$ cat config.mk
export PLATFORM = sky130hd
export DESIGN_NAME = capi_get_align_arb
export DESIGN_NICKNAME = d
export VERILOG_FILES = /design/src/rtl/capi_get_align_arb.sv
export SDC_FILE = /design/constraint.sdc
export NUM_CORES = 1
export LEC_CHECK = 0
export ABC_AREA = 1
export BUFFER_PORTS_ARGS = -buffer_cell sky130_fd_sc_hd__buf_2
export CAP_MARGIN = 15
export CORE_AREA = 2 2 285 287
export CTS_BUF_LIST = sky130_fd_sc_hd__clkbuf_4
export DETAILED_ROUTE_END_ITERATION = 8
export DIE_AREA = 0 0 287 289
export GPL_TIMING_DRIVEN = 0
export PLACE_DENSITY = 0.3
export SLEW_MARGIN = 20
export SYNTH_ARGS = -nofsm -noshare
export SYNTH_HDL_FRONTEND = slang
export SYNTH_SLANG_ARGS = --single-unit
$ cat constraint.sdc
create_clock -name clk -period 4.4 [get_ports clk]
set_input_delay 0.66 -clock clk [delete_from_list [all_inputs] [get_ports clk]]
set_output_delay 0.66 -clock clk [all_outputs]
set_load 0.01 [all_outputs]
$ cat src/rtl/capi_get_align_arb.sv
// Packet-level round-robin arbiter sharing one get-data aligner between `ways` requesters.
// Admitted packet owners are queued in order so the aligner output can be steered back to them.
module capi_get_align_arb #(
  parameter int ways       = 4,
  parameter int rc_width   = 1,
  parameter int fifo_depth = 4
) (
  input  logic                     clk,
  input  logic                     reset,
  input  logic [ways-1:0]          i_v,
  output logic [ways-1:0]          i_r,
  input  logic [ways*130-1:0]      i_d,
  input  logic [ways*4-1:0]        i_s,
  input  logic [ways*4-1:0]        i_c,
  input  logic [ways-1:0]          i_e,
  input  logic [ways*rc_width-1:0] i_rc,
  output logic                     a_v,
  input  logic                     a_r,
  output logic [129:0]             a_d,
  output logic [3:0]               a_s,
  output logic [3:0]               a_c,
  output logic                     a_e,
  output logic [rc_width-1:0]      a_rc,
  input  logic                     a_o_v,
  output logic                     a_o_r,
  input  logic                     a_o_e,
  output logic [ways-1:0]          o_v,
  input  logic [ways-1:0]          o_r,
  output logic                     o_busy,
  output logic                     o_err
);

  localparam int IW = (ways > 1) ? $clog2(ways) : 1;
  localparam int FW = $clog2(fifo_depth);
  localparam int DW = 130;

  typedef enum logic {IDLE, LOCK} state_t;

  state_t            state;
  logic [ways-1:0]   gnt;
  logic [IW-1:0]     gnt_id;
  logic [IW-1:0]     rr_ptr;
  logic [IW:0]       pick;
  logic              arb_hit;
  logic [IW-1:0]     arb_id;
  logic              grant;
  logic              a_end_xfer;
  logic              pop;

  logic [IW-1:0]     fifo_mem [fifo_depth];
  logic [FW-1:0]     wr_ptr;
  logic [FW-1:0]     rd_ptr;
  logic [FW:0]       cnt;
  logic              fifo_full;
  logic              fifo_nempty;
  logic [IW-1:0]     head_id;

  // First valid requester at or above ptr, wrapping; {hit, id}.
  function automatic logic [IW:0] rr_pick(input logic [ways-1:0] v, input logic [IW-1:0] ptr);
    logic [IW:0] r;
    int          idx;
    r = '0;
    for (int k = ways - 1; k >= 0; k--) begin
      idx = int'(ptr) + k;
      if (idx >= ways) idx = idx - ways;
      if (v[idx]) r = {1'b1, IW'(idx)};
    end
    return r;
  endfunction

  function automatic logic [IW-1:0] rr_next(input logic [IW-1:0] id);
    return (id == IW'(ways - 1)) ? '0 : id + IW'(1);
  endfunction

  assign pick        = rr_pick(i_v, rr_ptr);
  assign arb_hit     = pick[IW];
  assign arb_id      = pick[IW-1:0];
  assign fifo_full   = (cnt == (FW+1)'(fifo_depth));
  assign fifo_nempty = (cnt != '0);
  assign head_id     = fifo_mem[rd_ptr];

  // Full check uses the pre-pop count, so a pop cycle never opens a slot early.
  assign grant      = (state == IDLE) && arb_hit && !fifo_full;
  assign a_end_xfer = a_v && a_r && a_e;
  assign pop        = a_o_v && a_o_r && a_o_e;

  // Input side: only the locked requester sees the aligner's ready.
  always_comb begin
    a_v  = (state == LOCK) && |(i_v & gnt);
    i_r  = (state == LOCK) ? (gnt & {ways{a_r}}) : '0;
    a_d  = i_d[int'(gnt_id)*DW +: DW];
    a_s  = i_s[int'(gnt_id)*4 +: 4];
    a_c  = i_c[int'(gnt_id)*4 +: 4];
    a_e  = i_e[gnt_id];
    a_rc = i_rc[int'(gnt_id)*rc_width +: rc_width];
  end

  // Output side: the FIFO head owns the aligner output until its end beat.
  always_comb begin
    a_o_r = fifo_nempty && o_r[head_id];
    o_v   = '0;
    for (int k = 0; k < ways; k++) begin
      o_v[k] = a_o_v && fifo_nempty && (head_id == IW'(k));
    end
    o_busy = (state == LOCK) || fifo_nempty;
  end

  always_ff @(posedge clk or posedge reset) begin
    if (reset) begin
      state  <= IDLE;
      gnt    <= '0;
      gnt_id <= '0;
      rr_ptr <= '0;
      wr_ptr <= '0;
      rd_ptr <= '0;
      cnt    <= '0;
      o_err  <= 1'b0;
    end else begin
      case (state)
        IDLE: begin
          if (grant) begin
            gnt    <= {{(ways-1){1'b0}}, 1'b1} << arb_id;
            gnt_id <= arb_id;
            state  <= LOCK;
          end
        end
        LOCK: begin
          if (a_end_xfer) begin
            gnt    <= '0;
            rr_ptr <= rr_next(gnt_id);
            state  <= IDLE;
          end
        end
        default: state <= IDLE;
      endcase

      if (grant) wr_ptr <= wr_ptr + FW'(1);
      if (pop)   rd_ptr <= rd_ptr + FW'(1);
      case ({grant, pop})
        2'b10:   cnt <= cnt + (FW+1)'(1);
        2'b01:   cnt <= cnt - (FW+1)'(1);
        default: cnt <= cnt;
      endcase

      if (a_o_v && !fifo_nempty) o_err <= 1'b1;
    end
  end

  // Owner storage holds data only; validity comes from the reset pointers.
  always_ff @(posedge clk) begin
    if (grant) fifo_mem[wr_ptr] <= arb_id;
  end

endmodule

## Word level (Yosys, flattened, before mapping)

Memory sizes are Yosys's and may differ from the RTL's.
Cells that the tools add are included.

- Memories kept: 1
- RAM bits: 8
- Bits in registers: 17
- Input port bits: 573
- Logic and storage cells: 107
- Output and inout port bits: 152

- $lt $le $gt $ge: 10
- Add/subtract/negate cells: 12
- Bitwise operators: 3
- Shift-type cells: 5
- Eq/ne operators: 9
- Reduce and logical (&&, ||, !) cells: 24
- Mux-type cells: 34
- Multiply operators: 1

Memories:

| name | depth | width | rd ports | clocked after Yosys merged registers in | write ports | RTL line | RTL |
|---|---|---|---|---|---|---|---|
| fifo_mem | 4 | 2 | 1 | 0 | 1 | 50 | `logic [IW-1:0] fifo_mem [fifo_depth];` |

Operators with widths:

| cell | count |
|---|---|
| $shiftx 520x11->130 | 1 |
| $lt 32x4->1 const B | 4 |
| $mux 32 | 4 |
| $shiftx 16x5->4 | 2 |
| $logic_and 1x1->1 | 14 |
| $mux 1 | 13 |
| $bmux 1 s2 | 6 |
| $mux 3 | 4 |
| $mux 4 | 3 |
| $sub 3x3->4 const B | 3 |
| $ge 3x3->1 const B | 3 |
| $mul 2x7->9 const B | 1 |
| $and 4x4->4 | 2 |
| $eq 2x2->1 const B | 4 |
| $pmux 4 s2 | 1 |
| $add 2x1->2 const B | 3 |
| $add 2x2->3 const B | 2 |
| $lt 2x3->1 const B | 2 |
| $pmux 3 s2 | 1 |
| $reduce_and 2->1 | 3 |
| $eq 2x1->1 const B | 2 |
| $reduce_or 4->1 | 1 |
| $shiftx 4x3->1 | 1 |
| $shl 1x2->4 const A | 1 |
| 16 further kinds | 17 |

## Longest topological paths before layout

Gate-level depths: netlist (run 1).

- Word-level depth: 14
- Depth in mapped cells: 17
- Gate-level depth less buffers: 16

## Worst setup path after synthesis (run 1)

No wires, ideal clock.

- Path type: input port to flip-flop
- From: input i_v[3]
- To: register cnt[2]
- Stages: 12
- Arrival time: 2,189 ps
- Setup time: 124 ps
- Path buffers: 1
- Slack: 2,087 ps
- Required time: 4,276 ps
- Cells stage by stage: inv_1 > o21ai_1 > nor2_1 > nand2_1 > nand3_4 > buf_6 > ha_1 > inv_1 > fa_1 > a21oi_1 > o21ai_0 > xnor2_1

- Cells in the longest elaborated chain, start to end: 11
- Elaborated cells between the ends (all ways): 22
- Classes of those cells: eq/ne (2); mux (17); reduce/logical (3)

Ends and longest elaborated chain:

| item | RTL line | RTL |
|---|---|---|
| start, declared | 10 | `input logic [ways-1:0] i_v,` |
| $bmux 1 s2 | 66 | `if (v[idx]) r = {1'b1, IW'(idx)};` |
| $mux 1 (not written as such) (2 in a row) | 66 |  |
| $mux 3 (3 in a row) | 66 |  |
| $mux 3 * | 66 |  |
| $logic_and 1x1->1 * (2 in a row) | 83 | `assign grant = (state == IDLE) && arb_hit && !fifo_full;` |
| $eq 2x1->1 or $eq 2x2->1 (tied branches) | 139 | `case ({grant, pop})` |
| $pmux 3 s2 or $reduce_bool 2->1 (tied branches) | n/a |  |
| end signal, assigned | 140 | `2'b10: cnt <= cnt + (FW+1)'(1);` |
| end signal, assigned | 141 | `2'b01: cnt <= cnt - (FW+1)'(1);` |
| end signal, assigned | 142 | `default: cnt <= cnt;` |
| end, declared | 53 | `logic [FW:0] cnt;` |

Every way passes the cells marked *; elsewhere a longest branch is shown, timed or not. The select of a mux whose other input is x is not followed.
A chain may end at the register's enable or synchronous reset.

## Final worst setup path (run 1)

- From: register gnt_id[0]
- To: output a_d[68]

- Cells in the longest elaborated chain, start to end: 2

Ends and longest elaborated chain:

| item | RTL line | RTL |
|---|---|---|
| start, declared | 41 | `logic [IW-1:0] gnt_id;` |
| start signal, assigned | 123 | `gnt_id <= arb_id;` |
| $mul 2x7->9 | 91 | `a_d = i_d[int'(gnt_id)*DW +: DW];` |
| $shiftx 520x11->130 | 91 |  |
| end, declared | 19 | `output logic [129:0] a_d,` |

Every way passes these cells.

==> flow_metrics.env, run 1 <==
export IMPL_muxShareOfSynthArea_pct=0
export IMPL_std_cell_rows=104
export IMPL_layout_commonest_cell="buf_2"
export IMPL_crit_buf_inv=5
export IMPL_htree_num_levels=1
export IMPL_crit_arrival_ps=3420
export IMPL_wl_per_cell_um=22.0
export IMPL_fmax_mhz=245
export IMPL_power_leakage_nw=4.90
export IMPL_final_min_clock_period_ps=4080
export IMPL_crit_top_cell="buf_2"
export IMPL_chipHeight_um=289
export IMPL_synth_edff_count=8
export IMPL_crit_path_top_delay_cell="o22ai_1"
export IMPL_ys_warn_count=0
export IMPL_powerDensity_mw_per_mm2=674
export IMPL_yosys_area_share_simple_pct=29.4
export IMPL_clk_pin_slew_ps=140
export IMPL_place_gp_congestion=0.907
export IMPL_ys_types=31
export IMPL_synth_flop_cell="dfrtp_1"
export IMPL_required_ps=3740
export IMPL_cts_repair_resized=0
export IMPL_dieArea_mm2=0.0829
export IMPL_drv_slew=0
export IMPL_drtAntennaViolNets=0
export IMPL_syn_inst=1007
export IMPL_max_slew_margin_rel_pct=47.4
export IMPL_io_buffers=724
export IMPL_final_cell_mix="735 x buf_2, 299 x nor2_1, 282 x o21ai_0"
export IMPL_finalHoldViolations=0
export IMPL_start_kind="register"
export IMPL_clk_latency_ps=320
export IMPL_cts_buffers=3
export IMPL_drive_above_1_share_pct=43.8
export IMPL_worstMarginPinSlew_ps=789
export IMPL_hold_buffers=0
export IMPL_track_usage_pct=13.8
export IMPL_grt_pass1_vias=10900
export IMPL_route_detailed_drc=0
export IMPL_grt_max_degree=18
export IMPL_synth_seq_cells=25
export IMPL_cts_sinks=25
export IMPL_peakVddDrop_mv=0.211
export IMPL_synth_adder_area_share_pct=1.79
export IMPL_total_power_mw=6.98
export IMPL_tritoncts="built"
export IMPL_synth_compound_area_share_pct=44.9
export IMPL_cp_top_family="buffers and inverters"
export IMPL_num_vias=10500
export IMPL_drt_pass1_iter_count=7
export IMPL_cp_slowest_stage_delay_ps=630
export IMPL_hp_class="in2async"
export IMPL_path_cells="inv_1 > buf_2 > buf_2 > clkbuf_1 > o21ai_0 > o22ai_1 > buf_2"
export IMPL_totalWireLength_um=62000
export IMPL_outcome="complete, no violations"
export IMPL_synth_top_family_by_area="compound AO/OA/AOI/OAI gates"
export IMPL_setup_tns_final_ps=0
export IMPL_synth_net_count=1587
export IMPL_ios=725
export IMPL_rsz0062_at_grt="false"
export IMPL_antenna_found_initial=38
export IMPL_ys_seq_area_share_pct=12.5
export IMPL_path_max_fanout=10
export IMPL_cts_max_path_buffers=2
export IMPL_synth_async_reset_ratio_pct=68.0
export IMPL_dr_first_iter_drc_count=625
export IMPL_die_w_um=287
export IMPL_synth_xor_area_share_pct=0.990
export IMPL_synthesis_area_mm2=0.00531
export IMPL_fin_nets=2317
export IMPL_cts_setup_buffers=0
export IMPL_via_per_inst=3.74
export IMPL_drv_cap=0
export IMPL_finClkSkew_ps=7.67
export IMPL_avgSynthCellArea_um2=5.27
export IMPL_setup_viol=0
export IMPL_root_buffer="clkbuf_4"
export IMPL_path_class="reg2out"
export IMPL_grt_overflow=0
export IMPL_fin_crit_sh_pct=92.6
export IMPL_syn_to_final_growth_pct=95.1
export IMPL_grt_first_pass_wirelength_um=81000
export IMPL_initial_core_util_pct=6.64
export IMPL_dp_hpwl_um=55300
export IMPL_endpoint_kind="output port"
export IMPL_core_mm2=0.0799
layout make-up:
type | instances | area [µm²]
Antenna cell | 20 | 50.0
Buffer | 96 | 394
Clock buffer | 4 | 30.0
Fill cell | 9653 | 69500
Inverter | 42 | 158
Multi-Input combinational cell | 844 | 4090
Sequential cell | 25 | 666
Tap cell | 1060 | 1330
Timing Repair Buffer | 725 | 3640
synthesized netlist by cell type (all sizes together) (3+ instances only):
| library cell | n | area (µm²) |
|---|---|---|
| a21oi | 5 | 36.3 |
| buf | 22 | 115 |
| clkbuf | 74 | 278 |
| dfrtp | 17 | 425 |
| edfxtp | 8 | 240 |
| ha | 6 | 75.1 |
| inv | 42 | 158 |
| nand2 | 69 | 272 |
| nand3 | 17 | 108 |
| nand4 | 3 | 18.8 |
| nor2 | 301 | 1140 |
| nor3 | 4 | 20.0 |
| o21ai | 288 | 1450 |
| o22ai | 142 | 888 |
| xnor2 | 3 | 26.3 |
| xor2 | 3 | 26.3 |
stage by stage:
| step | area [µm²] | hold slack [ps] | worst slack (ps) | utilization [%] | instances |
|---|---|---|---|---|---|
| after detailed placement | 10300 | 455 | 520 | 12.9 | 2792 |
| after floorplan | 5310 | 449 | 2090 | - | 1007 |
| final | 10400 | 448 | 324 | 13.0 | 2816 |
| after global placement | 10300 | 447 | 487 | 12.8 | 2791 |
| after CTS | 10300 | 464 | 120 | 12.9 | 2796 |
| after global routing | 10300 | 499 | 125 | 12.9 | 2813 |
final timing paths:
check	depth (start not counted)	startpoint	to	slack, ps
max reg2reg	16	rd_ptr[0]$_DFFE_PP0P_	cnt[2]$_DFFE_PP0P_	1850
max	7	gnt_id[0]$_DFFE_PP0P_	a_d[68]	320
min in group clk	1	o_err$_DFFE_PP0P_	o_err$_DFFE_PP0P_	490
min reg2reg	1	o_err$_DFFE_PP0P_	o_err$_DFFE_PP0P_	490
min	2	reset	state$_DFF_PP0_	450
max in group asynchronous	2	reset	cnt[2]$_DFFE_PP0P_	3480
where the power goes:
group,leakage [nW],switching [mW],internal (mW)
Clock,0.0185,0.0691,0.0416
Sequential,0.275,0.0770,0.343
Combinational,4.61,4.44,2.00
Total,4.90,4.59,2.39
registers in the layout, indices dropped and copies added, names as in the netlist:
name	flops
cnt	3
fifo_mem	8
gnt	4
gnt_id	2
o_err	1
rd_ptr	2
rr_ptr	2
state	1
wr_ptr	2
routing by layer:
| metal | up-vias | global-route usage [%] | wire (µm) |
|---|---|---|---|
| met5 | - | 0 | 45 |
| met4 | 8 | 5.72 | 1890 |
| met3 | 74 | 4.36 | 5290 |
| met2 | 577 | 23.8 | 30500 |
| met1 | 4869 | 15.6 | 24300 |
| li1 | 4998 | - | - |
kinds of logic (layout without fill, tap and decap cells):
family	Yosys count	in the layout
compound gates	437	437
buf+inv	138	867
xor+xnor	6	6
flops	25	25
fa+ha+maj	7	7
other cells	0	20
simple gates	394	394
No activity file was read; power rests on OpenSTA's default activity.
==> run 2, diff against run 1 <==
--- a/config.mk
+++ b/config.mk
@@ -12,9 +12,7 @@
 export CTS_BUF_LIST = sky130_fd_sc_hd__clkbuf_4
 export DETAILED_ROUTE_END_ITERATION = 8
 export DIE_AREA = 0 0 287 289
-export GPL_TIMING_DRIVEN = 0
 export PLACE_DENSITY = 0.3
-export SLEW_MARGIN = 20
 export SYNTH_ARGS = -nofsm -noshare
 export SYNTH_HDL_FRONTEND = slang
 export SYNTH_SLANG_ARGS = --single-unit
==> constraint.sdc (replaced) <==
create_clock -name clk -period 4.4 [get_ports clk]
set_input_delay 0.66 -clock clk [delete_from_list [all_inputs] [get_ports clk]]
set_output_delay 0.66 -clock clk [all_outputs]
set_load 0.005 [all_outputs]
==> flow_metrics.env, run 2 (synthesis results as in run 1) <==
export IMPL_peakVddDrop_mv=0.353
export IMPL_fin_crit_sh_pct=78.4
export IMPL_fin_nets=2230
export IMPL_top_register="fifo_mem"
export IMPL_setup_viol=0
export IMPL_top_regs="fifo_mem: 8 flops, gnt: 4 flops, cnt: 3 flops"
export IMPL_chipHeight_um=289
export IMPL_route_detailed_drc=0
export IMPL_crit_path_top_delay_cell="dfrtp_4"
export IMPL_die_w_um=287
export IMPL_root_buffer="clkbuf_4"
export IMPL_clk_pin_slew_ps=140
export IMPL_num_vias=10200
export IMPL_ios=725
export IMPL_grt_max_degree=159
export IMPL_required_ps=3740
export IMPL_fmax_mhz=290
export IMPL_final_cell_mix="724 x buf_2, 299 x nor2_1, 282 x o21ai_0"
export IMPL_drv_cap=0
export IMPL_io_buffers=724
export IMPL_cts_buffers=3
export IMPL_dieArea_mm2=0.0829
export IMPL_path_max_fanout=94
export IMPL_grt_pass1_vias=10300
export IMPL_grt_first_pass_wirelength_um=74200
export IMPL_cts_setup_buffers=0
export IMPL_cp_top_family="buffers and inverters"
export IMPL_max_slew_margin_rel_pct=41.6
export IMPL_outcome="complete, no violations"
export IMPL_drtAntennaViolNets=0
export IMPL_setup_tns_final_ps=0
export IMPL_drt_pass1_iter_count=5
export IMPL_hp_class="in2async"
export IMPL_crit_arrival_ps=2790
export IMPL_totalWireLength_um=55100
export IMPL_std_cell_rows=104
export IMPL_rsz0062_at_grt="false"
export IMPL_largest_reg_flops=8
export IMPL_cts_sinks=25
export IMPL_track_usage_pct=12.2
export IMPL_fillers=9612
export IMPL_layout_commonest_cell="buf_2"
export IMPL_grt_overflow=0
export IMPL_via_per_inst=3.74
export IMPL_crit_buf_inv=3
export IMPL_finalWorstSetupSlack_ps=948
export IMPL_powerDensity_mw_per_mm2=599
export IMPL_htree_num_levels=1
export IMPL_antenna_found_initial=32
export IMPL_regArea_um2=673
export IMPL_tritoncts="built"
export IMPL_power_leakage_nw=4.80
export IMPL_place_gp_congestion=0.917
export IMPL_cts_max_path_buffers=2
export IMPL_wl_per_cell_um=20.3
export IMPL_place_area_mm2=0.0100
export IMPL_path_cells="inv_8 > buf_12 > o21ai_0 > o22ai_1 > buf_2"
export IMPL_path_class="reg2out"
export IMPL_cts_repair_resized=0
export IMPL_endpoint_kind="output port"
export IMPL_post_place_ws_ps=1250
export IMPL_cp_slowest_stage_delay_ps=720
export IMPL_multi_input_comb_area_mm2=0.00409
export IMPL_dr_first_iter_drc_count=662
export IMPL_syn_to_final_growth_pct=89.8
export IMPL_finClkSkew_ps=9.45
export IMPL_initial_core_util_pct=6.64
export IMPL_final_min_clock_period_ps=3450
export IMPL_drive_above_1_share_pct=46.0
export IMPL_clk_latency_ps=320
export IMPL_stdcell_area_mm2=0.0101
export IMPL_drv_slew=0
export IMPL_finalHoldViolations=0
export IMPL_worstMarginPinSlew_ps=876
export IMPL_dp_hpwl_um=47300
export IMPL_hold_buffers=0
export IMPL_core_mm2=0.0799
export IMPL_start_kind="register"
==> run 2: where the power goes <==
group          switching [mW]  internal (mW)
combinational            3.49           1.90
clock                  0.0705         0.0416
sequential              0.193          0.348
==> run 2: path summary, 6_finish.rpt <==
| check | depth (start not counted) | startpoint | slack [ps] | endpoint |
|---|---|---|---|---|
| setup / recovery | 5 | gnt_id[0]$_DFFE_PP0P_ | 950 | a_d[73] |
| hold / removal | 2 | reset | 440 | state$_DFF_PP0_ |
| setup reg to reg | 9 | gnt_id[1]$_DFFE_PP0P_ | 1730 | gnt[2]$_DFFE_PP0P_ |
| hold reg to reg | 1 | o_err$_DFFE_PP0P_ | 480 | o_err$_DFFE_PP0P_ |
| max in group asynchronous | 2 | reset | 3420 | gnt_id[1]$_DFFE_PP0P_ |
| min in group clk | 1 | o_err$_DFFE_PP0P_ | 480 | o_err$_DFFE_PP0P_ |
==> run 2: per-layer routing <==
metal / share of wire, % / wire length, µm / GRT usage [%]
met1: 40 / 22200 / 15.0
met2: 49 / 26900 / 21.3
met3: 9.2 / 5060 / 3.35
met4: 1.7 / 922 / 2.46
met5: 0.089 / 49 / 0
==> run 2: per-stage QoR <==
stage | instances | total power, mW | hold slack, ps | utilization (%)
6_report | 2719 | 6.04 | 437 | 12.6
5_1_grt | 2716 | 6.69 | 504 | 12.6
4_1_cts | 2709 | 6.16 | 469 | 12.6
3_5_place_dp | 2705 | 6.02 | 450 | 12.5
3_3_place_gp | 2705 | 6.01 | 443 | 12.5
2_1_floorplan | 1007 | 3.34 | 449 | -
==> run 2: layout make-up <==
cell class                 count  share of cell area [%]
inverter                      42                    1.66
tap                         1060                    13.2
antenna                       10                   0.248
clock buffer                   4                   0.298
multi-input combinational    844                    40.6
timing repair buffer         734                    37.3
sequential                    25                    6.68
==> run 2: worst register-to-register path, stage by stage, from the launching register on <==
cell	delay [ps]
dfrtp_4	660
inv_4	420
buf_12	360
o21ai_0	280
o22ai_1	330
nand2_1	230
nand2_1	100
inv_1	90
nand2_1	70
nand2_1	50
